==> src/rtl/store_aligner_pkg.sv <==
// ============================================================================
// Module   : store_aligner_pkg
// Purpose  : Shared size/state encodings and lane mask helper for store path
// Revision : 1.0 - initial release
// ============================================================================
`default_nettype none

package store_aligner_pkg;

  localparam logic [1:0] SZ_BYTE = 2'b00;
  localparam logic [1:0] SZ_HALF = 2'b01;
  localparam logic [1:0] SZ_WORD = 2'b10;
  localparam logic [1:0] SZ_RSVD = 2'b11;

  typedef enum logic [1:0] {
    IDLE    = 2'd0,
    BEAT_LO = 2'd1,
    BEAT_HI = 2'd2
  } state_t;

  // Reserved size yields an empty mask; such requests are rejected anyway.
  function automatic logic [3:0] size_mask(input logic [1:0] size);
    logic [3:0] m;
    case (size)
      SZ_BYTE: m = 4'b0001;
      SZ_HALF: m = 4'b0011;
      SZ_WORD: m = 4'b1111;
      default: m = 4'b0000;
    endcase
    return m;
  endfunction

endpackage

`default_nettype wire

==> src/rtl/lane_shifter.sv <==
// ============================================================================
// Module   : lane_shifter
// Purpose  : Positions right-justified store data and byte mask across two words
// Revision : 1.0 - initial release
// ============================================================================
`default_nettype none

module lane_shifter
  import store_aligner_pkg::*;
(
  input  logic [1:0]  addr_lo,
  input  logic [31:0] wdata,
  input  logic [1:0]  size,
  output logic [63:0] shifted,
  output logic [7:0]  mask
);

  assign shifted = {32'd0, wdata} << {addr_lo, 3'b000};
  assign mask    = {4'd0, size_mask(size)} << addr_lo;

endmodule

`default_nettype wire

==> src/rtl/store_aligner.sv <==
// ============================================================================
// Module   : store_aligner
// Purpose  : Converts byte/half/word stores into one or two word-aligned beats
// Revision : 1.0 - initial release
// ============================================================================
`default_nettype none

module store_aligner
  import store_aligner_pkg::*;
#(
  parameter bit SPLIT_EN = 1'b1
) (
  input  logic        clk,
  input  logic        rst_n,
  input  logic        req_valid,
  output logic        req_ready,
  input  logic [31:0] req_addr,
  input  logic [31:0] req_wdata,
  input  logic [1:0]  req_size,
  output logic        mem_valid,
  input  logic        mem_ready,
  output logic [31:0] mem_addr,
  output logic [31:0] mem_wdata,
  output logic [3:0]  mem_be,
  output logic        done,
  output logic        err
);

  state_t      r_state;
  state_t      w_state_nxt;
  logic [31:0] r_addr;
  logic [31:0] r_wdata;
  logic [1:0]  r_size;
  logic        r_done;
  logic        r_err;
  logic        w_done_nxt;
  logic        w_err_nxt;
  logic        w_capture;
  logic        w_idle;
  logic        w_hi;
  logic [1:0]  w_sh_addr;
  logic [1:0]  w_sh_size;
  logic [63:0] w_shifted;
  logic [7:0]  w_mask;
  logic        w_misaligned;

  assign w_idle = (r_state == IDLE);
  assign w_hi   = (r_state == BEAT_HI);

  // In IDLE the shifter looks at the incoming request so the accept decision
  // can see misalignment; during beats it works from the captured request.
  assign w_sh_addr = w_idle ? req_addr[1:0] : r_addr[1:0];
  assign w_sh_size = w_idle ? req_size      : r_size;

  lane_shifter u_lane_shifter (
    .addr_lo (w_sh_addr),
    .wdata   (r_wdata),
    .size    (w_sh_size),
    .shifted (w_shifted),
    .mask    (w_mask)
  );

  assign w_misaligned = |w_mask[7:4];
  assign w_capture    = w_idle && req_valid;

  always_ff @(posedge clk) begin
    if (!rst_n) begin
      r_state <= IDLE;
      r_addr  <= '0;
      r_wdata <= '0;
      r_size  <= '0;
      r_done  <= 1'b0;
      r_err   <= 1'b0;
    end else begin
      r_state <= w_state_nxt;
      r_done  <= w_done_nxt;
      r_err   <= w_err_nxt;
      if (w_capture) begin
        r_addr  <= req_addr;
        r_wdata <= req_wdata;
        r_size  <= req_size;
      end
    end
  end

  always_comb begin
    w_state_nxt = r_state;
    w_done_nxt  = 1'b0;
    w_err_nxt   = 1'b0;
    case (r_state)
      IDLE: begin
        if (req_valid) begin
          if ((req_size == SZ_RSVD) || (w_misaligned && !SPLIT_EN)) begin
            w_err_nxt = 1'b1;
          end else begin
            w_state_nxt = BEAT_LO;
          end
        end
      end
      BEAT_LO: begin
        if (mem_ready) begin
          if (w_misaligned) begin
            w_state_nxt = BEAT_HI;
          end else begin
            w_state_nxt = IDLE;
            w_done_nxt  = 1'b1;
          end
        end
      end
      BEAT_HI: begin
        if (mem_ready) begin
          w_state_nxt = IDLE;
          w_done_nxt  = 1'b1;
        end
      end
      default: w_state_nxt = IDLE;
    endcase
  end

  always_comb begin
    mem_be = 4'b0000;
    case (r_state)
      BEAT_LO: mem_be = w_mask[3:0];
      BEAT_HI: mem_be = w_mask[7:4];
      default: mem_be = 4'b0000;
    endcase
  end

  assign req_ready = w_idle;
  assign mem_valid = (r_state == BEAT_LO) || w_hi;
  assign mem_addr  = {r_addr[31:2], 2'b00} + {29'd0, w_hi, 2'b00};
  assign mem_wdata = w_hi ? w_shifted[63:32] : w_shifted[31:0];
  assign done      = r_done;
  assign err       = r_err;

endmodule

`default_nettype wire
==> config.mk <==
export PLATFORM = sky130hd
export DESIGN_NAME = store_aligner
export DESIGN_NICKNAME = d
export VERILOG_FILES = /design/src/rtl/store_aligner_pkg.sv /design/src/rtl/lane_shifter.sv /design/src/rtl/store_aligner.sv
export SDC_FILE = /design/constraint.sdc
export NUM_CORES = 1
export LEC_CHECK = 0
export CORE_ASPECT_RATIO = 2
export CORE_MARGIN = 1
export CORE_UTILIZATION = 45
export CTS_CLUSTER_SIZE = 8
export DETAILED_ROUTE_END_ITERATION = 12
export GPL_ROUTABILITY_DRIVEN = 0
export PLACE_DENSITY = 0.84
export SLEW_MARGIN = 5
export SYNTH_ARGS = -nofsm -noshare
export SYNTH_HDL_FRONTEND = slang
export SYNTH_SLANG_ARGS = --single-unit
export TNS_END_PERCENT = 30
==> constraint.sdc <==
create_clock -name clk -period 2.27 [get_ports clk]
set_input_delay 0.227 -clock clk [delete_from_list [all_inputs] [get_ports clk]]
set_output_delay 0.227 -clock clk [all_outputs]
set_load 0.03 [all_outputs]
==> results.txt <==
----------------------------------------------------
[Floorplanning]
  Die Outline Area ... 8940 um2
  # rows ... 47
  Effective utilization at floorplan ... 0.4637
  Horizontal die dimension ... 67.36 um
  Number of top-level pins ... 142
  Height of the die ... 132.7 um
  Core Box Area ... 8292 um2

[Yosys]
  Proportion of synthesized chip area in sequential cells ... 0.3645
  Cell types with the highest counts after synthesis ... sky130_fd_sc_hd__a22o_1 (74), sky130_fd_sc_hd__dfxtp_1 (70), sky130_fd_sc_hd__mux2i_1 (28)
  Ys async rst share ... 0
  Synthesis Warnings ... 0
  Synth Instances ... 390
  Area fraction of the dominant cell type after synthesis ... 0.3645
  Flip-flop cell with the highest count after synthesis ... sky130_fd_sc_hd__dfxtp_1
  Number of flip-flops and latches in the synthesized netlist ... 70
  Mapped Avg Cell Area ... 9.859 um2
  Synth area leaders ... sky130_fd_sc_hd__dfxtp_1 (36%), sky130_fd_sc_hd__a22o_1 (17%), sky130_fd_sc_hd__mux2i_1 (7.3%), sky130_fd_sc_hd__xnor2_1 (5.0%), sky130_fd_sc_hd__ha_1 (2.6%)
  Library cell with the highest instance count after synthesis ... sky130_fd_sc_hd__a22o_1
  Mapped cell area ... 3845 um2
  Synth area leader ... sky130_fd_sc_hd__dfxtp_1
  Distinct cells, synth ... 45
  EDFF count, synth ... 0

[Route]
  Iteration-0 DRC Markers ... 225
  Number of design rule violations left after detail routing ... 0
  Post-route antenna net violation count ... 0
  Total iterations of the first detailed-routing run ... 5
  Per-cell routed wire length ... 22.28 um
  Final Routed Wirelength ... 14.51 mm
  Routed vias ... 4004
  Via density per instance ... 6.151

[Final layout]
  Area of the multi-input gates ... 2955 um2
  Fillers ... 465
  Final Instance Count excl. Fillers ... 651
  Net count of the finished layout ... 626
  Area of all sequential standard cells ... 1404 um2
  Layout cells sized above 1 ... 0.4177
  Area growth syn-to-layout ... 72.89%
  Diodes inserted ... 0

[STA]
  Fin crit period ... 2.598 ns
  Share of the clock period used by the worst path ... 1.145
  Slack of the critical path ... -0.3281 ns
  RSZ-0062 raised after global routing ... true
  Count of pins over their slew limit ... 0
  Hold Violations, Final ... 0
  Final worst clock skew ... 0.007176 ns
  Total of endpoints with negative setup slack in the final report ... 55
  Minimum hold slack ... 0.4785 ns
  Maximum frequency from static timing analysis ... 384.9 MHz

[Min path]
  Path class of the lowest-slack min-delay path ... input pin to flip-flop

[Global routing]
  Global-route wire length before repair ... 20.36 mm
  All-layer global routing usage ... 0.3039
  GR Util met3 ... 0.07759
  Maximum number of pins on one net before global-route repair ... 47
  Initial antenna violation count ... 0
  Gr busiest metal ... met2
  Fraction of met1 tracks used by global routing ... 0.2926
  Met2 usage in global routing ... 0.5167
  GRT Residual Overflow ... 0
  Vias in the first global route ... 4149

[Power and ir drop]
  VDD IR max ... 0.6149 mV
  P per Cell Area ... 669.1 nW/um2
  Static leakage ... 2.732 nW

[CTS]
  Clock net sink count ... 70
  Number of buffers created by CTS ... 9
  TritonCTS clock tree ... yes
  Clock buffer depth ... 2
  Clock root buffer ... sky130_fd_sc_hd__clkbuf_16
  Source-to-sink clock delay at the later pin of the worst-skew pair ... 0.33 ns
  CTS clk-pin slew, worst paths ... 0.06 ns
  Total number of H-tree levels ... 3

[Critical path]
  Kind of critical path ... flip-flop to output port
  Startpoint class of the critical path ... flip-flop
  Required time of the worst setup path ... 2.04 ns
  Arrival time of the worst setup path ... 2.37 ns
  Worst setup EP type ... output port
  Critical-path maximum fanout ... 6

[Flow run]
  Count of maximum capacitance violations ... 0

[Outcome]
  Failing checks ... setup timing
  Result of the run ... finished, violations left

[Place]
  Dpl cells ... 618
  Detail Placement HPWL ... 9.024 mm
  Number of port buffers ... 139
  Worst slack, placed ... -0.07542 ns

----------------------------------------------------
[per-layer routing]
metal  up-vias  wire, um
met2       241      7630
li1       1782         -
met1      1928      5022
met4         0       875
met3        53       977
met5         -         0
[cell type report]
cell class | instances | area share
Multi-Input combinational cell | 281 | 0.4446
Inverter | 8 | 0.004894
Timing Repair Buffer | 178 | 0.2744
Sequential cell | 70 | 0.2112
Clock buffer | 10 | 0.03595
Tap cell | 98 | 0.01845
Clock inverter | 6 | 0.01054
[where the power goes]
| part | switching [W] | internal, W | leakage [nW] |
|---|---|---|---|
| clock network | 0.000558 | 0.000888 | 0.153 |
| logic | 0.000757 | 0.000764 | 2.00 |
| registers | 0.000155 | 0.00133 | 0.576 |
[cells by family (layout without fill, tap and decap cells)]
group           Yosys count  in the layout  share of synthesized area
other cells               1              2                  0.0009753
compound gates          130            130                     0.2815
flops                    70             70                     0.3645
xor+xnor                 28             28                    0.06378
simple gates             82             82                     0.1256
fa+ha+maj                 8              8                    0.02603
buf+inv                  40            202                    0.05304
mux                      31             31                    0.08461
[flip-flops by register name (all words and copies together), names as in the netlist]
name and cells:
r_addr 32, r_wdata 32, r_size 2, r_state 2, done 1, err 1
[worst max-delay path, stage by stage, from the launching register on]
cell and delay, ns:
sky130_fd_sc_hd__dfxtp_2 0.34, sky130_fd_sc_hd__inv_2 0.07, sky130_fd_sc_hd__ha_4 0.21, sky130_fd_sc_hd__mux2i_4 0.35, sky130_fd_sc_hd__buf_12 0.17, sky130_fd_sc_hd__clkbuf_16 0.16, sky130_fd_sc_hd__mux2i_4 0.24, sky130_fd_sc_hd__o2bb2ai_1 0.12
sky130_fd_sc_hd__a22o_1 0.23, sky130_fd_sc_hd__buf_6 0.15
[path summary, 6_finish.rpt]
path	startpoint	endpoint	slack, ns	cells after the start
setup reg to reg	r_state[1]$_SDFFE_PN0P_	r_state[1]$_SDFFE_PN0P_	0.22	9
hold reg to reg	r_addr[29]$_SDFFE_PN0P_	r_addr[29]$_SDFFE_PN0P_	0.53	1
setup / recovery	r_state[1]$_SDFFE_PN0P_	mem_wdata[5]	-0.33	9
hold / removal	req_wdata[1]	r_wdata[1]$_SDFFE_PN0P_	0.48	2
[through the flow]
stage	cell area [um2]	utilization	TNS [ns]	total power (W)
2_1_floorplan	3954	-	-1.337	0.002203
6_report	6648	0.8017	-9.479	0.004448
3_3_place_gp	5339	0.6439	-0.01858	0.002625
4_1_cts	6036	0.7279	-7.018	0.004173
5_1_grt	6648	0.8017	-13.85	0.004589
3_5_place_dp	5339	0.6439	-0.1651	0.002652
[repair_timing]
item                       CTS  global route
hold buffers                 0             0
gates cloned                 1             4
setup buffers                6             7
gates resized for setup     69            99
setup endpoints to repair   61            58
pin swaps                   16            37
[cell usage in the layout, fill, tap and decap left out, types with 3 or more instances in the layout]
cell type,count
sky130_fd_sc_hd__and4_1,3
sky130_fd_sc_hd__xnor2_1,9
sky130_fd_sc_hd__nand4_1,7
sky130_fd_sc_hd__and3_1,3
sky130_fd_sc_hd__clkbuf_16,12
sky130_fd_sc_hd__o21ai_1,7
sky130_fd_sc_hd__ha_4,5
sky130_fd_sc_hd__nand3_2,5
sky130_fd_sc_hd__inv_1,5
sky130_fd_sc_hd__a211oi_4,7
sky130_fd_sc_hd__mux2i_2,10
sky130_fd_sc_hd__a22o_1,74
sky130_fd_sc_hd__mux2i_1,3
sky130_fd_sc_hd__buf_6,46
sky130_fd_sc_hd__nor2_4,5
sky130_fd_sc_hd__mux2i_4,16
sky130_fd_sc_hd__o2bb2ai_1,8
sky130_fd_sc_hd__buf_12,6
sky130_fd_sc_hd__a21oi_1,3
sky130_fd_sc_hd__and2_4,8
sky130_fd_sc_hd__o22ai_1,7
sky130_fd_sc_hd__and2_1,3
sky130_fd_sc_hd__xor2_1,4
sky130_fd_sc_hd__a2bb2oi_2,6
sky130_fd_sc_hd__dfxtp_1,68
sky130_fd_sc_hd__o21a_1,3
sky130_fd_sc_hd__nand3_4,4
sky130_fd_sc_hd__xnor2_2,13
sky130_fd_sc_hd__clkinv_4,3
sky130_fd_sc_hd__clkdlybuf4s50_1,75
sky130_fd_sc_hd__nand2_4,3
sky130_fd_sc_hd__nand3_1,6
sky130_fd_sc_hd__buf_4,48
sky130_fd_sc_hd__nand2_1,17
Note: power is estimated with default switching activity, not from simulation.
